### src/rtl/div_pkg.sv
// Shared types and helpers for the sequential signed divider.
package div_pkg;

  typedef enum logic [1:0] {IDLE, BUSY, FIXUP, DONE} div_state_t;

  // Bit patterns for the extreme values of a w-bit two's-complement number (w <= 64).
  function automatic logic [63:0] max_pos(input int unsigned w);
    return (64'd1 << (w - 1)) - 64'd1;
  endfunction

  function automatic logic [63:0] min_neg(input int unsigned w);
    return 64'd1 << (w - 1);
  endfunction

  function automatic int unsigned cnt_width(input int unsigned dividend_width);
    return $clog2(dividend_width + 1);
  endfunction

endpackage

### src/rtl/div_step.sv
// One restoring-division step: shift in a dividend bit, subtract the divisor if it fits.
module div_step #(
  parameter int unsigned Width = 16
) (
  input  logic [Width-1:0] prem_i,
  input  logic             bit_i,
  input  logic [Width-1:0] dabs_i,
  output logic [Width-1:0] prem_o,
  output logic             qbit_o
);

  logic [Width:0] shifted;

  always_comb begin
    shifted = {prem_i, bit_i};
    qbit_o  = shifted >= {1'b0, dabs_i};
    prem_o  = qbit_o ? Width'(shifted - {1'b0, dabs_i}) : shifted[Width-1:0];
  end

endmodule

### src/rtl/seq_divider.sv
// Iterative signed divider, one quotient bit per clock, valid/ready on both sides.
// Define SEQ_DIVIDER_AREA_LOG_EN to add simulation-only area accounting into tbench_top.area.
module seq_divider
  import div_pkg::*;
#(
  parameter int unsigned DIVIDEND_WIDTH  = 32,
  parameter int unsigned DIVISOR_WIDTH   = 16,
  parameter int unsigned QUOTIENT_WIDTH  = DIVIDEND_WIDTH,
  parameter int unsigned REMAINDER_WIDTH = DIVISOR_WIDTH
) (
  input  logic                       clk,
  input  logic                       arst_n_in,
  input  logic [DIVIDEND_WIDTH-1:0]  dividend,
  input  logic [DIVISOR_WIDTH-1:0]   divisor,
  input  logic                       in_valid,
  output logic                       in_ready,
  output logic [QUOTIENT_WIDTH-1:0]  quotient,
  output logic [REMAINDER_WIDTH-1:0] remainder,
  output logic                       div_by_zero,
  output logic                       overflow,
  output logic                       out_valid,
  input  logic                       out_ready
);

  localparam int unsigned CNT_WIDTH = cnt_width(DIVIDEND_WIDTH);
  localparam logic [CNT_WIDTH-1:0] LastIter = CNT_WIDTH'(DIVIDEND_WIDTH - 1);

  div_state_t                 state_q;
  // Holds |dividend| and shifts quotient bits in at the LSB; ends up as |quotient|.
  logic [DIVIDEND_WIDTH-1:0]  a_q;
  logic [DIVISOR_WIDTH-1:0]   prem_q;
  logic [DIVISOR_WIDTH-1:0]   dabs_q;
  logic                       q_neg_q;
  logic                       r_neg_q;
  logic [CNT_WIDTH-1:0]       cnt_q;
  logic                       in_ready_q;
  logic                       out_valid_q;
  logic [QUOTIENT_WIDTH-1:0]  quot_q;
  logic [REMAINDER_WIDTH-1:0] rem_q;
  logic                       dbz_q;
  logic                       ovf_q;

  // Magnitudes are unsigned; -(most negative) wraps to 2^(N-1), which is exact as unsigned.
  logic [DIVIDEND_WIDTH-1:0]  dvd_abs;
  logic [DIVISOR_WIDTH-1:0]   dvs_abs;
  logic [DIVIDEND_WIDTH-1:0]  q_res;
  logic [DIVISOR_WIDTH-1:0]   r_res;
  logic                       is_ovf;
  logic [DIVISOR_WIDTH-1:0]   prem_d;
  logic                       qbit;

  always_comb begin
    dvd_abs = dividend[DIVIDEND_WIDTH-1] ? -dividend : dividend;
    dvs_abs = divisor[DIVISOR_WIDTH-1] ? -divisor : divisor;
    is_ovf  = (dividend == DIVIDEND_WIDTH'(min_neg(DIVIDEND_WIDTH))) && (divisor == '1);
    q_res   = q_neg_q ? -a_q : a_q;
    r_res   = r_neg_q ? -prem_q : prem_q;
  end

  div_step #(
    .Width (DIVISOR_WIDTH)
  ) u_div_step (
    .prem_i (prem_q),
    .bit_i  (a_q[DIVIDEND_WIDTH-1]),
    .dabs_i (dabs_q),
    .prem_o (prem_d),
    .qbit_o (qbit)
  );

  always_ff @(posedge clk or negedge arst_n_in) begin
    if (!arst_n_in) begin
      state_q     <= IDLE;
      a_q         <= '0;
      prem_q      <= '0;
      dabs_q      <= '0;
      q_neg_q     <= 1'b0;
      r_neg_q     <= 1'b0;
      cnt_q       <= '0;
      in_ready_q  <= 1'b1;
      out_valid_q <= 1'b0;
      quot_q      <= '0;
      rem_q       <= '0;
      dbz_q       <= 1'b0;
      ovf_q       <= 1'b0;
    end else begin
      unique case (state_q)
        IDLE: begin
          if (in_valid && in_ready_q) begin
            in_ready_q <= 1'b0;
            dbz_q      <= 1'b0;
            ovf_q      <= 1'b0;
            cnt_q      <= '0;
            prem_q     <= '0;
            a_q        <= dvd_abs;
            dabs_q     <= dvs_abs;
            q_neg_q    <= dividend[DIVIDEND_WIDTH-1] ^ divisor[DIVISOR_WIDTH-1];
            r_neg_q    <= dividend[DIVIDEND_WIDTH-1];
            if (divisor == '0) begin
              quot_q      <= dividend[DIVIDEND_WIDTH-1] ?
                             QUOTIENT_WIDTH'(min_neg(QUOTIENT_WIDTH)) :
                             QUOTIENT_WIDTH'(max_pos(QUOTIENT_WIDTH));
              rem_q       <= REMAINDER_WIDTH'($signed(dividend));
              dbz_q       <= 1'b1;
              out_valid_q <= 1'b1;
              state_q     <= DONE;
            end else if (is_ovf) begin
              quot_q      <= QUOTIENT_WIDTH'(max_pos(QUOTIENT_WIDTH));
              rem_q       <= '0;
              ovf_q       <= 1'b1;
              out_valid_q <= 1'b1;
              state_q     <= DONE;
            end else begin
              state_q <= BUSY;
            end
          end
        end
        BUSY: begin
          a_q    <= {a_q[DIVIDEND_WIDTH-2:0], qbit};
          prem_q <= prem_d;
          if (cnt_q == LastIter) begin
            cnt_q   <= '0;
            state_q <= FIXUP;
          end else begin
            cnt_q <= cnt_q + CNT_WIDTH'(1);
          end
        end
        FIXUP: begin
          quot_q      <= QUOTIENT_WIDTH'($signed(q_res));
          rem_q       <= REMAINDER_WIDTH'($signed(r_res));
          out_valid_q <= 1'b1;
          state_q     <= DONE;
        end
        DONE: begin
          if (out_ready) begin
            out_valid_q <= 1'b0;
            in_ready_q  <= 1'b1;
            state_q     <= IDLE;
          end
        end
        default: state_q <= IDLE;
      endcase
    end
  end

  assign in_ready    = in_ready_q;
  assign out_valid   = out_valid_q;
  assign quotient    = quot_q;
  assign remainder   = rem_q;
  assign div_by_zero = dbz_q;
  assign overflow    = ovf_q;

`ifdef SEQ_DIVIDER_AREA_LOG_EN
  initial begin
    #0;
    tbench_top.area = tbench_top.area + 300 * DIVIDEND_WIDTH;
    $display("%m: area += %0d", 300 * DIVIDEND_WIDTH);
  end
`else
`endif

endmodule

### config.mk
export PLATFORM = sky130hd
export DESIGN_NAME = seq_divider
export DESIGN_NICKNAME = d
export VERILOG_FILES = /design/src/rtl/div_pkg.sv /design/src/rtl/div_step.sv /design/src/rtl/seq_divider.sv
export SDC_FILE = /design/constraint.sdc
export NUM_CORES = 1
export LEC_CHECK = 0
export CAP_MARGIN = 20
export CORE_MARGIN = 2
export CORE_UTILIZATION = 55
export DETAILED_ROUTE_END_ITERATION = 6
export GPL_ROUTABILITY_DRIVEN = 0
export HOLD_SLACK_MARGIN = 0.1
export PLACE_DENSITY = 0.79
export SYNTH_ARGS = -nofsm -noshare
export SYNTH_HDL_FRONTEND = slang
export SYNTH_SLANG_ARGS = --single-unit
export TNS_END_PERCENT = 30
### constraint.sdc
create_clock -name clk -period 7.35 [get_ports clk]
set_input_delay 0.735 -clock clk [delete_from_list [all_inputs] [get_ports clk]]
set_output_delay 0.735 -clock clk [all_outputs]
set_load 0.02 [all_outputs]
# Word level (Yosys, flattened, before mapping)
# Index checks and enable logic that the tools add are counted.
[word_totals]
word_cells = 83
reg_bits = 126
[classes]
reduce_logical = 14
bitwise_logic = 1
magnitude_cmp = 1
eq_ne = 10
addsub = 6
n_mux = 38
[ops]
columns = ["op", "n"]
rows = [
  ["$mux 32", 7],
  ["$pmux 32 s2", 2],
  ["$mux 16", 7],
  ["$neg 32->32", 2],
  ["$pmux 16 s2", 2],
  ["$eq 32x32->1 const B", 1],
  ["$neg 16->16", 2],
  ["$ge 17x16->1", 1],
  ["$eq 16x16->1 const B", 1],
  ["$logic_not 16->1", 1],
  ["$sub 16x16->16", 1],
  ["$mux 6", 2],
  ["$pmux 6 s2", 1],
  ["$mux 2", 5],
  ["$mux 1", 9],
  ["$reduce_and 3->1", 3],
  ["$pmux 2 s4", 1],
  ["$add 6x1->6 const B", 1],
  ["$eq 6x5->1 const B", 1],
  ["$ne 2x2->1 const B", 3],
  ["$reduce_bool 2->1", 3],
  ["$eq 2x2->1 const B", 2],
  ["$reduce_and 2->1", 2],
  ["$reduce_and 4->1", 1],
  ["8 further kinds", 9],
]

# Depth between registers and ports, before layout
[depth]
word_depth = 6
depth_mapped = 10
mapped_depth_nobuf = 10

# Cells and area by module
# A second synthesis with hierarchy kept.
[unflattened]
hier_cells = 1020
area_unflattened_um2 = 8742.1
[by_module_without_submodules]
columns = ["mod", "instances", "cells_per_inst", "area_per_inst_um2"]
rows = [
  ["seq_divider", 1, 864, 7577.3],
  ["div_step", 1, 156, 1164.9],
]

# Worst setup path before layout
# Ideal clock, no wire load.
[synth_path]
path_kind = "input-to-reg"
startpoint = "input divisor[10]"
endpoint = "register quot_q[31] (netlist: quotient[31])"
stages = 7
path_buffers = 2
path_slack_ps = 4510
arrival_ps = 2715
required_time_ps = 7225
setup_ps = 125
cell_sequence = "or4_1 > or2_1 > or3_1 > buf_6 > a31oi_4 > buf_12 > mux2_4"
[synth_between]
elab_chain_cells = 4
word_cells_on_any_way = 8
[synth_lines]
columns = ["item", "line", "source"]
rows = [
  ["from (decl)", "seq_divider.sv:14", "input logic [DIVISOR_WIDTH-1:0] divisor,"],
  ["$eq 16x16->1 or $logic_not 16->1 (tied branches)", "seq_divider.sv:55, seq_divider.sv:98", ""],
  ["$logic_and 1x1->1 or $mux 32 (tied branches)", "seq_divider.sv:55, seq_divider.sv:98", ""],
  ["$ne 3x3->1 (no line) or $mux 32 (tied branches)", "-", ""],
  ["$reduce_and 3->1 (no line) or $pmux 32 s2 (tied branches)", "-", ""],
  ["to (signal assigned)", "seq_divider.sv:99", "quot_q <= dividend[DIVIDEND_WIDTH-1] ?"],
  ["to (signal assigned)", "seq_divider.sv:107", "quot_q <= QUOTIENT_WIDTH'(max_pos(QUOTIENT_WIDTH));"],
  ["to (signal assigned)", "seq_divider.sv:128", "quot_q <= QUOTIENT_WIDTH'($signed(q_res));"],
  ["to (decl)", "seq_divider.sv:38", "logic [QUOTIENT_WIDTH-1:0] quot_q;"],
]
# Several ways; a longest one is shown, not always the timed one. The select of a mux whose other input is x is not followed.
# A chain may end at the register's enable or synchronous reset.

# Worst setup path in the final report
[layout_path]
startpoint = "input dividend[16]"
endpoint = "register quot_q[31] (netlist: quotient[31])"
[layout_between]
elab_chain_cells = 4
[layout_lines]
columns = ["item", "line", "source"]
rows = [
  ["from (decl)", "seq_divider.sv:13", "input logic [DIVIDEND_WIDTH-1:0] dividend,"],
  ["$eq 32x32->1", "seq_divider.sv:55", "is_ovf = (dividend == DIVIDEND_WIDTH'(min_neg(DIVIDEND_WIDTH))) && (divisor == '1);"],
  ["$logic_and 1x1->1", "seq_divider.sv:55", ""],
  ["$ne 3x3->1 (no line)", "-", ""],
  ["$reduce_and 3->1 (no line)", "-", ""],
]
# Every way passes these cells.

==> results_dict.tcl <==
set metrics [dict create \
    status "finished, final reports clean" \
    critPathMaxFanout 55 \
    fin_crit_sh_pct 50.0 \
    tightest_slew_ns 1.12 \
    initial_core_util_pct 55.8 \
    cts_tree "done" \
    fin_ws_ns 3.68 \
    synth_compound_area_share_pct 25.3 \
    r2r_slack_ns 4.12 \
    rsz0062_at_grt "no" \
    top_usage_layer "met2" \
    fin_crit_ns 3.67 \
    pin_count 104 \
    cp_data_arrival_time_ns 3.99 \
    hold_violations 0 \
    critPathMaxStageDelay_ns 0.64 \
    first_pass_iters 5 \
    synthMuxAreaShare_pct 2.23 \
    placed_area_mm2 0.00983 \
    power.density_mw_per_mm2 467 \
    ys_warn_count 0 \
    use_met1_pct 35.0 \
    synth_cells 1023 \
    hpwl_mm 16.2 \
    preCtsSetupSlack_ns 3.34 \
    netlist_area_mm2 0.00880 \
    io_buffer_count 103 \
    ys_seq_area_share_pct 35.9 \
    ant_nets 0 \
    nNetsFinal 1171 \
    setup_violations 0 \
    maxSlewViolCount 0 \
    grt_pass1_vias 7409 \
    r2r.worst_path.cells 7 \
    min_path_type "in2async" \
    critPathSlowestCell "or4_1" \
    end_kind "flop" \
    clock-root-buffer "clkbuf_16" \
    avgSynthCellArea_um2 8.60 \
    clock-sinks 126 \
    finalSetupTns_ns 0 \
    antenna_found_initial 0 \
    worstReg2RegEnd "prem_q[0]" \
    required_ns 7.66 \
    cts-buffers-inserted 17 \
    post-route-drc-count 0 \
    timing.slew.headroom_pct 25.0 \
    grt-ovfl-total 0 \
    hold_buffers 0 \
    ir_drop_uv 326 \
    cp-start-kind "primary input" \
    worstSetupPathType "in2reg" \
    ctsResizeCount 0 \
    htree_levels 4 \
    routed_wl_mm 22.6 \
    drt-initial-drc-count 690 \
    worstSetupEndpoint "quotient[31]" \
    stdcell_area_mm2 0.0104 \
    diodes 0 \
    synth_xor_area_share_pct 9.76 \
    area_delta_synth_final_pct 18.5 \
    ys.flop_type "dfrtp_1" \
    grt.total_usage_pct 27.5 \
    finalClockSkew_ns 0.00769 \
    synthAdderAreaFrac_pct 3.93 \
    crit_chain "clkdlybuf4s50_1 -> or4_1 -> nor4_1 -> nand4b_1 -> a31oi_4 -> buf_4 -> mux2_4" \
    clk_pin_slew_ns 0.06 \
    drive_above_1_share_pct 9.50 \
    r2r_start "prem_q[2]" \
    viasPerCell 6.00 \
    clkLatencyLatePin_ns 0.43 \
    drv_cap 0 \
    max_freq_ghz 0.272 \
    synth_edf_count 0 \
    async_reset_ff_share_pct 100 \
    die_h_um 130 \
    crit_start "dividend[16]" \
    synth_cell_types 72 \
    grt_max_degree 70 \
    rows 46 \
    clk_path_buf_depth 2 \
    leakage_nw 4.01 \
    post_drt_wl_per_cell_um 17.1 \
    grt_pass1_wl_mm 36.9 \
    synth.net_count 1102 \
    die_area_mm2 0.0170 \
    postCtsSetupBuffers 0 \
    ys_ff_latch 126 \
    grt_use_met3_pct 4.48 \
    synth_simple_gate_area_share_pct 17.1 \
    total_power_w 0.00486 \
    use_met2_pct 47.2 \
    core_mm2 0.0158 \
    die_x_um 130 \
    vias 7925 \
    utilization_pct 66.1 \
    synth_top_family_by_area "compound AO/OA/AOI/OAI gates" \
]
-- per-layer routing --
| metal | routed length [um] | share of wire, % | vias up |
|---|---|---|---|
| met5 | 0 | 0 | - |
| met4 | 631 | 2.8 | 0 |
| met3 | 1130 | 5.0 | 50 |
| met2 | 11300 | 50 | 241 |
| met1 | 9540 | 42 | 3785 |
| li1 | - | - | 3849 |
-- cell usage after synthesis (12+ instances only) --
cell      count  area share, %
nand2_1     110            4.7
clkbuf_1     51            2.2
or3_1        12           0.85
inv_1        32            1.4
nand2b_1     15            1.1
o31ai_1      27            2.3
a21oi_1      78            4.4
nand4_1      14            1.0
o21ai_0      86            4.9
a22oi_1      13            1.1
o41ai_1      19            1.9
mux2i_1      17            1.9
nand3_1      15           0.85
xnor2_1      70            7.0
nor3_1       20            1.1
nor2_1       83            3.5
o211ai_1     15            1.3
xor2_1       28            2.8
ha_1         26            3.7
a21oi_2      40            4.0
dfrtp_1     125             36
-- through the flow --
step,hold slack [ns],std cells
after floorplan,0.439,1023
after global placement,0.461,1287
after detailed placement,0.470,1288
after CTS,0.414,1320
after global routing,0.452,1321
final,0.372,1321
-- worst min path at each step --
stage                     from            to  slack, ns
detailed placement     a_q[31]       a_q[31]       0.47
global route         arst_n_in  quotient[23]       0.45
finish               arst_n_in  quotient[23]       0.37
global placement    dabs_q[15]    dabs_q[15]       0.46
CTS                  arst_n_in  quotient[23]       0.41
floorplan            arst_n_in        a_q[0]       0.44
-- area by class of cell --
cell class,count,area [um^2]
Inverter,33,124
Multi-Input combinational cell,798,5160
Tap cell,216,270
Clock buffer,19,433
Sequential cell,126,3150
Fill cell,1379,5350
Timing Repair Buffer,116,1130
Clock inverter,13,148
-- flip-flops by register name (all words and copies together) (netlist names) --
register     count
div_by_zero      1
cnt_q            6
dabs_q          16
remainder       16
r_neg_q          1
a_q             32
q_neg_q          1
out_valid        1
state_q          2
in_ready         1
quotient        32
overflow         1
prem_q          16
-- critical path, delay by kind of cell --
| kind | cells | cell delay [ns] |
|---|---|---|
| and+or+nand+nor | 3 | 1.56 |
| buffers and inverters | 2 | 1.05 |
| muxes | 1 | 0.35 |
| AOI/OAI and AO/OA | 1 | 0.27 |
-- report_power, final --
group          total, W  internal [W]  switching [W]  leakage [nW]
clock network  0.000838      0.000527       0.000311         0.282
logic           0.00270       0.00114        0.00157          2.26
registers       0.00132      0.000987       0.000337          1.47
total           0.00486       0.00265        0.00221          4.01
-- placed cells by master, fill, tap and decap left out, types with 13 or more instances in the layout --
cell,n
nor3_1,20
ha_1,25
mux2i_1,17
o211ai_1,15
o41ai_1,19
o21ai_0,85
nand2_1,110
a21oi_1,76
o31ai_1,27
xnor2_1,70
a21oi_2,41
nand3_1,15
inv_1,32
clkbuf_16,17
a22oi_1,13
xor2_1,28
dfrtp_1,125
nor2_1,83
nand2b_1,15
clkdlybuf4s50_1,102
nand4_1,14
-- logic make-up (layout without fill, tap and decap cells) --
logic type                 Yosys count  after routing
adders and majority gates           27             27
muxes                               19             19
xor gates and xnor gates            98             98
and+or+nand+nor                    318            318
buffers and inverters               99            181
AOI/OAI and AO/OA                  336            336
DFF                                126            126
(Power assumes the default switching activity.)
